File: config.mk
export PLATFORM = sky130hd
export DESIGN_NAME = tensor_dot_accum
export DESIGN_NICKNAME = d
export VERILOG_FILES = /design/src/rtl/tensor_pkg.sv /design/src/rtl/tensor_fp32_add_pipe.sv /design/src/rtl/tensor_dot_accum.sv
export SDC_FILE = /design/constraint.sdc
export NUM_CORES = 1
export LEC_CHECK = 0
export CORE_MARGIN = 2
export CORE_UTILIZATION = 40
export CTS_BUF_LIST = sky130_fd_sc_hd__clkbuf_4
export CTS_CLUSTER_DIAMETER = 100
export CTS_CLUSTER_SIZE = 8
export DETAILED_ROUTE_END_ITERATION = 8
export GPL_ROUTABILITY_DRIVEN = 0
export PLACE_DENSITY = 0.66
export SLEW_MARGIN = 5
export SYNTH_ARGS = -nofsm -noshare
export SYNTH_HDL_FRONTEND = slang
export SYNTH_HIERARCHICAL = 1
export SYNTH_SLANG_ARGS = --single-unit
export TNS_END_PERCENT = 30
File: constraint.sdc
create_clock -name clk -period 15.8 [get_ports clk]
set_input_delay 3.16 -clock clk [delete_from_list [all_inputs] [get_ports clk]]
set_output_delay 3.16 -clock clk [all_outputs]
set_load 0.01 [all_outputs]
File: src/rtl/tensor_pkg.sv
// Shared types and constants for the tensor dot-product reduction stage.
package tensor_pkg;

    typedef enum logic [1:0] {
        ACCUM,
        DRAIN,
        REDUCE,
        OUT
    } state_e;

    localparam logic [31:0] FP32_POS_ZERO = 32'h0000_0000;
    localparam logic [31:0] FP32_QNAN     = 32'h7FC0_0000;

    // Slot index width; covers the largest legal ADD_LAT of 4.
    localparam int unsigned SLOT_W = 2;

    function automatic bit add_lat_legal(input int unsigned lat);
        return (lat >= 2) && (lat <= 4);
    endfunction

endpackage

File: src/rtl/tensor_fp32_add_pipe.sv
// Pipelined FP32 adder (RNE, canonical NaN), fixed latency ADD_LAT, no backpressure.
// A sideband meta word travels alongside each operation.
module tensor_fp32_add_pipe
    import tensor_pkg::*;
#(
    parameter int unsigned ADD_LAT = 2,
    parameter int unsigned META_W  = 3
) (
    input  logic              clk,
    input  logic              reset_n,
    input  logic              valid_i,
    input  logic [31:0]       a_i,
    input  logic [31:0]       b_i,
    input  logic [META_W-1:0] meta_i,
    output logic              valid_o,
    output logic [31:0]       sum_o,
    output logic [META_W-1:0] meta_o
);

    function automatic logic [31:0] fp32_add(input logic [31:0] a, input logic [31:0] b);
        logic        sl, ss;
        logic [9:0]  xl, xs, d, ex, sh;
        logic [23:0] fl, fs;
        logic [26:0] ml, ms, msh, m;
        logic [27:0] sum;
        logic [4:0]  lz;
        logic        rup;
        logic [30:0] mag;
        logic [31:0] res;
        sl  = 1'b0;
        ss  = 1'b0;
        xl  = '0;
        xs  = '0;
        fl  = '0;
        fs  = '0;
        ex  = '0;
        sh  = '0;
        m   = '0;
        sum = '0;
        lz  = '0;
        res = FP32_POS_ZERO;
        if ((a[30:23] == 8'hFF && a[22:0] != 23'd0) || (b[30:23] == 8'hFF && b[22:0] != 23'd0)) begin
            res = FP32_QNAN;
        end else if (a[30:23] == 8'hFF && b[30:23] == 8'hFF) begin
            res = (a[31] == b[31]) ? a : FP32_QNAN;
        end else if (a[30:23] == 8'hFF) begin
            res = a;
        end else if (b[30:23] == 8'hFF) begin
            res = b;
        end else begin
            // Order operands by magnitude so the difference path never goes negative.
            if (a[30:0] >= b[30:0]) begin
                sl = a[31];
                ss = b[31];
                xl = {2'b0, (a[30:23] == 8'd0) ? 8'd1 : a[30:23]};
                xs = {2'b0, (b[30:23] == 8'd0) ? 8'd1 : b[30:23]};
                fl = {a[30:23] != 8'd0, a[22:0]};
                fs = {b[30:23] != 8'd0, b[22:0]};
            end else begin
                sl = b[31];
                ss = a[31];
                xl = {2'b0, (b[30:23] == 8'd0) ? 8'd1 : b[30:23]};
                xs = {2'b0, (a[30:23] == 8'd0) ? 8'd1 : a[30:23]};
                fl = {b[30:23] != 8'd0, b[22:0]};
                fs = {a[30:23] != 8'd0, a[22:0]};
            end
            ml = {fl, 3'b000};
            ms = {fs, 3'b000};
            d  = xl - xs;
            if (d >= 10'd27) begin
                msh = '0;
                msh[0] = |ms;
            end else begin
                msh = ms >> d;
                msh[0] = msh[0] | (|(ms & ~({27{1'b1}} << d)));
            end
            if (sl == ss) begin
                sum = {1'b0, ml} + {1'b0, msh};
                if (sum[27]) begin
                    m    = sum[27:1];
                    m[0] = m[0] | sum[0];
                    ex   = xl + 10'd1;
                end else begin
                    m  = sum[26:0];
                    ex = xl;
                end
            end else begin
                m  = ml - msh;
                lz = 5'd27;
                for (int i = 0; i < 27; i++) begin
                    if (m[i]) lz = 5'(26 - i);
                end
                sh = ({5'b0, lz} < (xl - 10'd1)) ? {5'b0, lz} : (xl - 10'd1);
                m  = m << sh;
                ex = xl - sh;
            end
            if (m == 27'd0) begin
                res = {(sl == ss) ? sl : 1'b0, 31'd0};
            end else begin
                if (!m[26]) ex = 10'd0;
                if (ex >= 10'd255) begin
                    res = {sl, 8'hFF, 23'd0};
                end else begin
                    rup = m[2] & (m[1] | m[0] | m[3]);
                    mag = {ex[7:0], m[25:3]} + {30'd0, rup};
                    res = {sl, mag};
                end
            end
        end
        return res;
    endfunction

    logic [ADD_LAT-1:0] vld_q;
    logic [31:0]        sum_q  [ADD_LAT];
    logic [META_W-1:0]  meta_q [ADD_LAT];

    always_ff @(posedge clk or negedge reset_n) begin
        if (!reset_n) begin
            vld_q <= '0;
            for (int i = 0; i < ADD_LAT; i++) begin
                sum_q[i]  <= FP32_POS_ZERO;
                meta_q[i] <= '0;
            end
        end else begin
            vld_q     <= {vld_q[ADD_LAT-2:0], valid_i};
            sum_q[0]  <= fp32_add(a_i, b_i);
            meta_q[0] <= meta_i;
            for (int i = 1; i < ADD_LAT; i++) begin
                sum_q[i]  <= sum_q[i-1];
                meta_q[i] <= meta_q[i-1];
            end
        end
    end

    assign valid_o = vld_q[ADD_LAT-1];
    assign sum_o   = sum_q[ADD_LAT-1];
    assign meta_o  = meta_q[ADD_LAT-1];

endmodule

File: src/rtl/tensor_dot_accum.sv
// Reduces a stream of FP32 products into one sum per in_last-delimited group,
// interleaving partial sums across ADD_LAT slots to hide adder latency.
module tensor_dot_accum
    import tensor_pkg::*;
#(
    parameter int unsigned ADD_LAT = 2,
    parameter int unsigned TAGW    = 4
) (
    input  logic            clk,
    input  logic            reset_n,
    input  logic            in_valid,
    output logic            in_ready,
    input  logic [31:0]     in_data,
    input  logic            in_last,
    input  logic [TAGW-1:0] in_tag,
    output logic            out_valid,
    input  logic            out_ready,
    output logic [31:0]     out_data,
    output logic [TAGW-1:0] out_tag
);

    localparam int unsigned       MetaW   = SLOT_W + 1;
    localparam logic [SLOT_W-1:0] LastPtr = SLOT_W'(ADD_LAT - 1);
    localparam logic [2:0]        LastIdx = 3'(ADD_LAT);

    if (!add_lat_legal(ADD_LAT)) begin : g_bad_lat
        $error("tensor_dot_accum: ADD_LAT must be within 2..4");
    end

    state_e              state_q;
    logic [31:0]         slot_q [ADD_LAT];
    logic [ADD_LAT-1:0]  busy_q, busy_eff, busy_d;
    logic [SLOT_W-1:0]   ptr_q;
    logic [2:0]          rd_idx_q;
    logic                red_first_q;
    logic                alive_q;

    logic                iss_valid;
    logic [31:0]         iss_a, iss_b;
    logic [MetaW-1:0]    iss_meta;
    logic                ret_valid;
    logic [31:0]         ret_data;
    logic [MetaW-1:0]    ret_meta;
    logic                ret_red;
    logic [SLOT_W-1:0]   ret_slot;
    logic                in_hs;

    assign ret_red  = ret_meta[SLOT_W];
    assign ret_slot = ret_meta[SLOT_W-1:0];

    // A slot whose result lands this cycle is free again: this keeps one product per cycle.
    always_comb begin
        busy_eff = busy_q;
        if (ret_valid && !ret_red) busy_eff[ret_slot] = 1'b0;
        busy_d = busy_eff;
        if (in_hs) busy_d[ptr_q] = 1'b1;
    end

    assign in_ready = alive_q && (state_q == ACCUM) && !busy_eff[ptr_q];
    assign in_hs    = in_valid && in_ready;

    always_comb begin
        iss_valid = 1'b0;
        iss_a     = slot_q[ptr_q];
        iss_b     = in_data;
        iss_meta  = {1'b0, ptr_q};
        if (in_hs) begin
            iss_valid = 1'b1;
            if (ret_valid && !ret_red && (ret_slot == ptr_q)) iss_a = ret_data;
        end
        if (state_q == REDUCE) begin
            if (red_first_q) begin
                iss_valid = 1'b1;
                iss_a     = slot_q[0];
                iss_b     = slot_q[1];
                iss_meta  = {1'b1, {SLOT_W{1'b0}}};
            end else if (ret_valid && ret_red && (rd_idx_q != LastIdx)) begin
                iss_valid = 1'b1;
                iss_a     = ret_data;
                iss_b     = slot_q[rd_idx_q[SLOT_W-1:0]];
                iss_meta  = {1'b1, {SLOT_W{1'b0}}};
            end
        end
    end

    tensor_fp32_add_pipe #(
        .ADD_LAT (ADD_LAT),
        .META_W  (MetaW)
    ) u_add (
        .clk     (clk),
        .reset_n (reset_n),
        .valid_i (iss_valid),
        .a_i     (iss_a),
        .b_i     (iss_b),
        .meta_i  (iss_meta),
        .valid_o (ret_valid),
        .sum_o   (ret_data),
        .meta_o  (ret_meta)
    );

    always_ff @(posedge clk or negedge reset_n) begin
        if (!reset_n) begin
            state_q     <= ACCUM;
            for (int i = 0; i < ADD_LAT; i++) slot_q[i] <= FP32_POS_ZERO;
            busy_q      <= '0;
            ptr_q       <= '0;
            rd_idx_q    <= '0;
            red_first_q <= 1'b0;
            alive_q     <= 1'b0;
            out_valid   <= 1'b0;
            out_data    <= FP32_POS_ZERO;
            out_tag     <= '0;
        end else begin
            alive_q <= 1'b1;
            busy_q  <= busy_d;
            if (ret_valid && !ret_red) slot_q[ret_slot] <= ret_data;
            unique case (state_q)
                ACCUM: begin
                    if (in_hs) begin
                        ptr_q <= (ptr_q == LastPtr) ? '0 : ptr_q + 1'b1;
                        if (in_last) begin
                            out_tag <= in_tag;
                            state_q <= DRAIN;
                        end
                    end
                end
                DRAIN: begin
                    if (busy_eff == '0) begin
                        red_first_q <= 1'b1;
                        state_q     <= REDUCE;
                    end
                end
                REDUCE: begin
                    if (red_first_q) begin
                        red_first_q <= 1'b0;
                        rd_idx_q    <= 3'd2;
                    end else if (ret_valid && ret_red) begin
                        if (rd_idx_q == LastIdx) begin
                            out_data  <= ret_data;
                            out_valid <= 1'b1;
                            state_q   <= OUT;
                        end else begin
                            rd_idx_q <= rd_idx_q + 3'd1;
                        end
                    end
                end
                OUT: begin
                    if (out_ready) begin
                        out_valid <= 1'b0;
                        for (int i = 0; i < ADD_LAT; i++) slot_q[i] <= FP32_POS_ZERO;
                        ptr_q   <= '0;
                        state_q <= ACCUM;
                    end
                end
            endcase
        end
    end

endmodule

==> results.yml <==
status:
  result_of_the_run: "finished with violations"
  failing_checks: "negative setup slack"
sta:
  max-slew-margin-rel_pct: 23.7
  worst-slew-pin-transition_ps: 1130
  finalSetupViolations: 29
  finalWorstSetupSlack_ps: -293
  grt_setup_unrepaired: "true"
  hold_viol_final: 0
  achievable-frequency_ghz: 0.0621
  maxSlewViolCount: 0
  fin_crit_ps: 16090
  min_period_over_period_pct: 102
  clock_skew_ps: 22.1
yosys:
  synth_enable_flop_cells: 0
  synthesis.yosys.warnings: 6
  post_synth_inst_count: 2640
  synth.yosys.seq_area_share_pct: 22.5
  ys_top_cells_by_count: "sky130_fd_sc_hd__nand2_1, sky130_fd_sc_hd__nor2_1, sky130_fd_sc_hd__a21oi_1"
  postSynthNetCount: 2792
  cell_area_after_synthesis_um2: 20500
  synthDistinctLibCells: 112
  synth_async_sr_flop_share_pct: 100
  post_synth.cell_area_avg_um2: 7.75
  synth_seq_cells: 184
  synth_flop_cell: "sky130_fd_sc_hd__dfrtp_1"
  synthDominantCellAreaShare_pct: 22.5
  synth.top_cells.by_area: "sky130_fd_sc_hd__dfrtp_1, sky130_fd_sc_hd__ha_1, sky130_fd_sc_hd__nand2_1"
  synth.most_common_cell: "sky130_fd_sc_hd__nand2_1"
  synthDominantAreaCellType: "sky130_fd_sc_hd__dfrtp_1"
clock_network:
  cts_tree: "built"
  cts.clk_slew.worst_paths_ps: 170
  ctsLongestPathBuffers: 2
  cts_sinks: 184
  cts-root-buf: "sky130_fd_sc_hd__clkbuf_4"
  tritoncts.num_buffers: 17
  cts-htree-levels: 4
  insertion_delay_ps: 660
setup_path:
  critPathKind: "input port to register"
  critical_path.top_delay_family: "compound AO/OA/AOI/OAI gates"
  crit_path_max_fanout: 8
  worst-path-buf-inv: 12
  critical_path.slowest_cell: "sky130_fd_sc_hd__or4_4"
  cell_repeated_most_along_the_worst_path: "sky130_fd_sc_hd__or4_4"
  required_arrival_time_at_the_worst_endpoint_ps: 16370
  cp-start-kind: "input port"
  critical_path_arrival_ps: 16660
  crit_path_max_incr_delay_ps: 540
  end_kind: "register"
power:
  power.leakage_nw: 13.1
  vdd_ir_drop_max_mv: 0.0534
  pwr_density_nw_per_um2: 75.6
cells_and_area:
  seq_area_um2: 4610
  fillCellCount: 4303
  final_layout_size_suffix_gt1_share_pct: 33.9
  multiInputGateArea_um2: 16100
  layout.cells.non_filler: 3956
  fin_nets: 3421
  syn_to_final_growth_pct: 41.2
placed_design:
  placed_cells_incl_taps: 3800
  placement.io_buffers: 78
  pre_cts_ws_ps: -1880
  detailedPlacementHpwl_um: 65400
global_route:
  first_global_vias: 23700
  groute.usage.overall_pct: 31.5
  antenna_violations_before_repair: 1
  grt_first_pass_wirelength_um: 133000
  grt_max_degree: 130
  globalRouteOverflowTotal: 0
floorplanning:
  total_i_o_pin_count: 79
  die-area_um2: 53000
  chipHeight_um: 230
  start_util_pct: 40.6
  die-width_um: 230
  placement_rows: 82
  core_footprint_um2: 50400
detailed_routing:
  num_vias: 25100
  wl_um: 89800
  post_drt_wl_per_cell_um: 22.7
  drt_pass1_iterations: 9
  dr.first_iter.drc_count: 3643
  ant_nets: 0
  drc: 0
  average_via_count_per_standard_cell: 6.36
hold_path:
  hp-class: "register to register"
run:
  max-cap-violations: 0
-- cells by family (layout without fill, tap and decap cells) --
logic type,count (synthesis),in the layout,synth area share [%]
buf+inv,321,963,7.23
simple gates,991,991,23.0
flops,184,184,22.5
mux,191,191,10.3
compound gates,766,766,26.8
xor+xnor,74,74,3.17
other cells,1,3,0.0183
fa+ha+maj,112,112,6.94
-- per-stage QoR --
stage	hold WS, ps	cell area, um2	util, %	TNS, ps	total power [mW]
6_report	367	28900	57.4	-2950	2.18
5_1_grt	373	28900	57.4	-17700	2.26
4_1_cts	368	27600	54.9	0	1.99
3_5_place_dp	335	26200	52.0	-56780	1.63
3_3_place_gp	332	26200	52.0	-47190	1.61
2_1_floorplan	331	21000	-	-27680	1.09
-- area by class of cell --
type	instances	share of cell area [%]
Antenna cell	2	0.0173
Clock buffer	17	0.442
Clock inverter	15	0.476
Inverter	124	1.65
Multi-Input combinational cell	2135	55.8
Sequential cell	184	15.9
Tap cell	672	2.91
Timing Repair Buffer	807	22.7
-- power breakdown --
| group | switching (mW) | internal [mW] |
|---|---|---|
| clock | 0.183 | 0.0812 |
| combinational | 0.784 | 0.657 |
| sequential | 0.00358 | 0.475 |
| total | 0.970 | 1.21 |
-- repair_timing --
action | in CTS | in global routing
hold buffers | 0 | 0
resized for setup | 136 | 159
gates cloned | 4 | 1
pin swaps | 69 | 94
setup buffers | 61 | 59
setup endpoints to repair | 32 | 32
-- metal layers --
metal | vias to the layer above | GRT usage (%) | wire length [um]
li1 | 11000 | - | -
met1 | 11900 | 40.9 | 34000
met2 | 1825 | 49.7 | 39800
met3 | 468 | 6.89 | 10600
met4 | 2 | 14.9 | 5330
met5 | - | 0 | 15
-- worst reg2reg max path, delay by kind of cell (launching register included) --
| kind | cells | cell delay, ps |
|---|---|---|
| multiplexers | 1 | 130 |
| flip-flops | 1 | 560 |
| AO/OA/AOI/OAI | 29 | 5980 |
| buffers and inverters | 12 | 1970 |
| AND/OR/NAND/NOR | 21 | 4450 |
| XOR/XNOR | 1 | 210 |
| adder cells (fa/ha/maj) | 4 | 1250 |
-- layout by cell type (no fill, tap or decap), types with 16 or more instances in the layout --
cell type and n:
sky130_fd_sc_hd__mux2_2 42, sky130_fd_sc_hd__buf_4 687, sky130_fd_sc_hd__a21o_1 36, sky130_fd_sc_hd__xor2_1 17, sky130_fd_sc_hd__o21ai_1 25, sky130_fd_sc_hd__nand2_1 323
sky130_fd_sc_hd__buf_6 21, sky130_fd_sc_hd__xnor2_1 52, sky130_fd_sc_hd__o21ai_0 84, sky130_fd_sc_hd__nand4_1 34, sky130_fd_sc_hd__o211ai_1 24, sky130_fd_sc_hd__inv_1 117
sky130_fd_sc_hd__ha_1 96, sky130_fd_sc_hd__nand3_1 60, sky130_fd_sc_hd__a211oi_1 33, sky130_fd_sc_hd__a21oi_1 191, sky130_fd_sc_hd__nor2_1 242, sky130_fd_sc_hd__a21oi_2 24
sky130_fd_sc_hd__and2_1 17, sky130_fd_sc_hd__nand2b_1 30, sky130_fd_sc_hd__clkbuf_4 17, sky130_fd_sc_hd__mux2i_1 97, sky130_fd_sc_hd__nor3_1 63, sky130_fd_sc_hd__mux2i_4 17
sky130_fd_sc_hd__nor2b_1 42, sky130_fd_sc_hd__and3_1 16, sky130_fd_sc_hd__nor4_1 16, sky130_fd_sc_hd__clkdlybuf4s50_1 76, sky130_fd_sc_hd__dfrtp_1 183, sky130_fd_sc_hd__a221o_1 73
-- state kept, by name, summed over array words and instances, names as in the netlist, 3 cells and up --
signal        count
rd_idx_q          3
slot_q           64
u_add/sum_o      32
out_tag           4
u_add/meta_o      3
u_add/sum_q      32
out_data         32
u_add/meta_q      3
-- path summary, 6_finish.rpt --
path | startpoint | cells after the start | slack, ps | to
max in group asynchronous | reset_n | 2 | 11690 | u_add/sum_q[42]$_DFF_PN0_
min in group asynchronous | reset_n | 1 | 2650 | out_data[30]$_DFFE_PN0P_
worst max-delay path | in_valid | 68 | -290 | u_add/sum_q[47]$_DFF_PN0_
worst min-delay path | u_add/sum_q[52]$_DFF_PN0_ | 0 | 370 | u_add/sum_o[20]$_DFF_PN0_
worst max register to register | u_add/meta_o[0]$_DFF_PN0_ | 68 | 1190 | u_add/sum_q[47]$_DFF_PN0_
worst min register to register | u_add/sum_q[52]$_DFF_PN0_ | 0 | 370 | u_add/sum_o[20]$_DFF_PN0_
(Power assumes the default switching activity.)
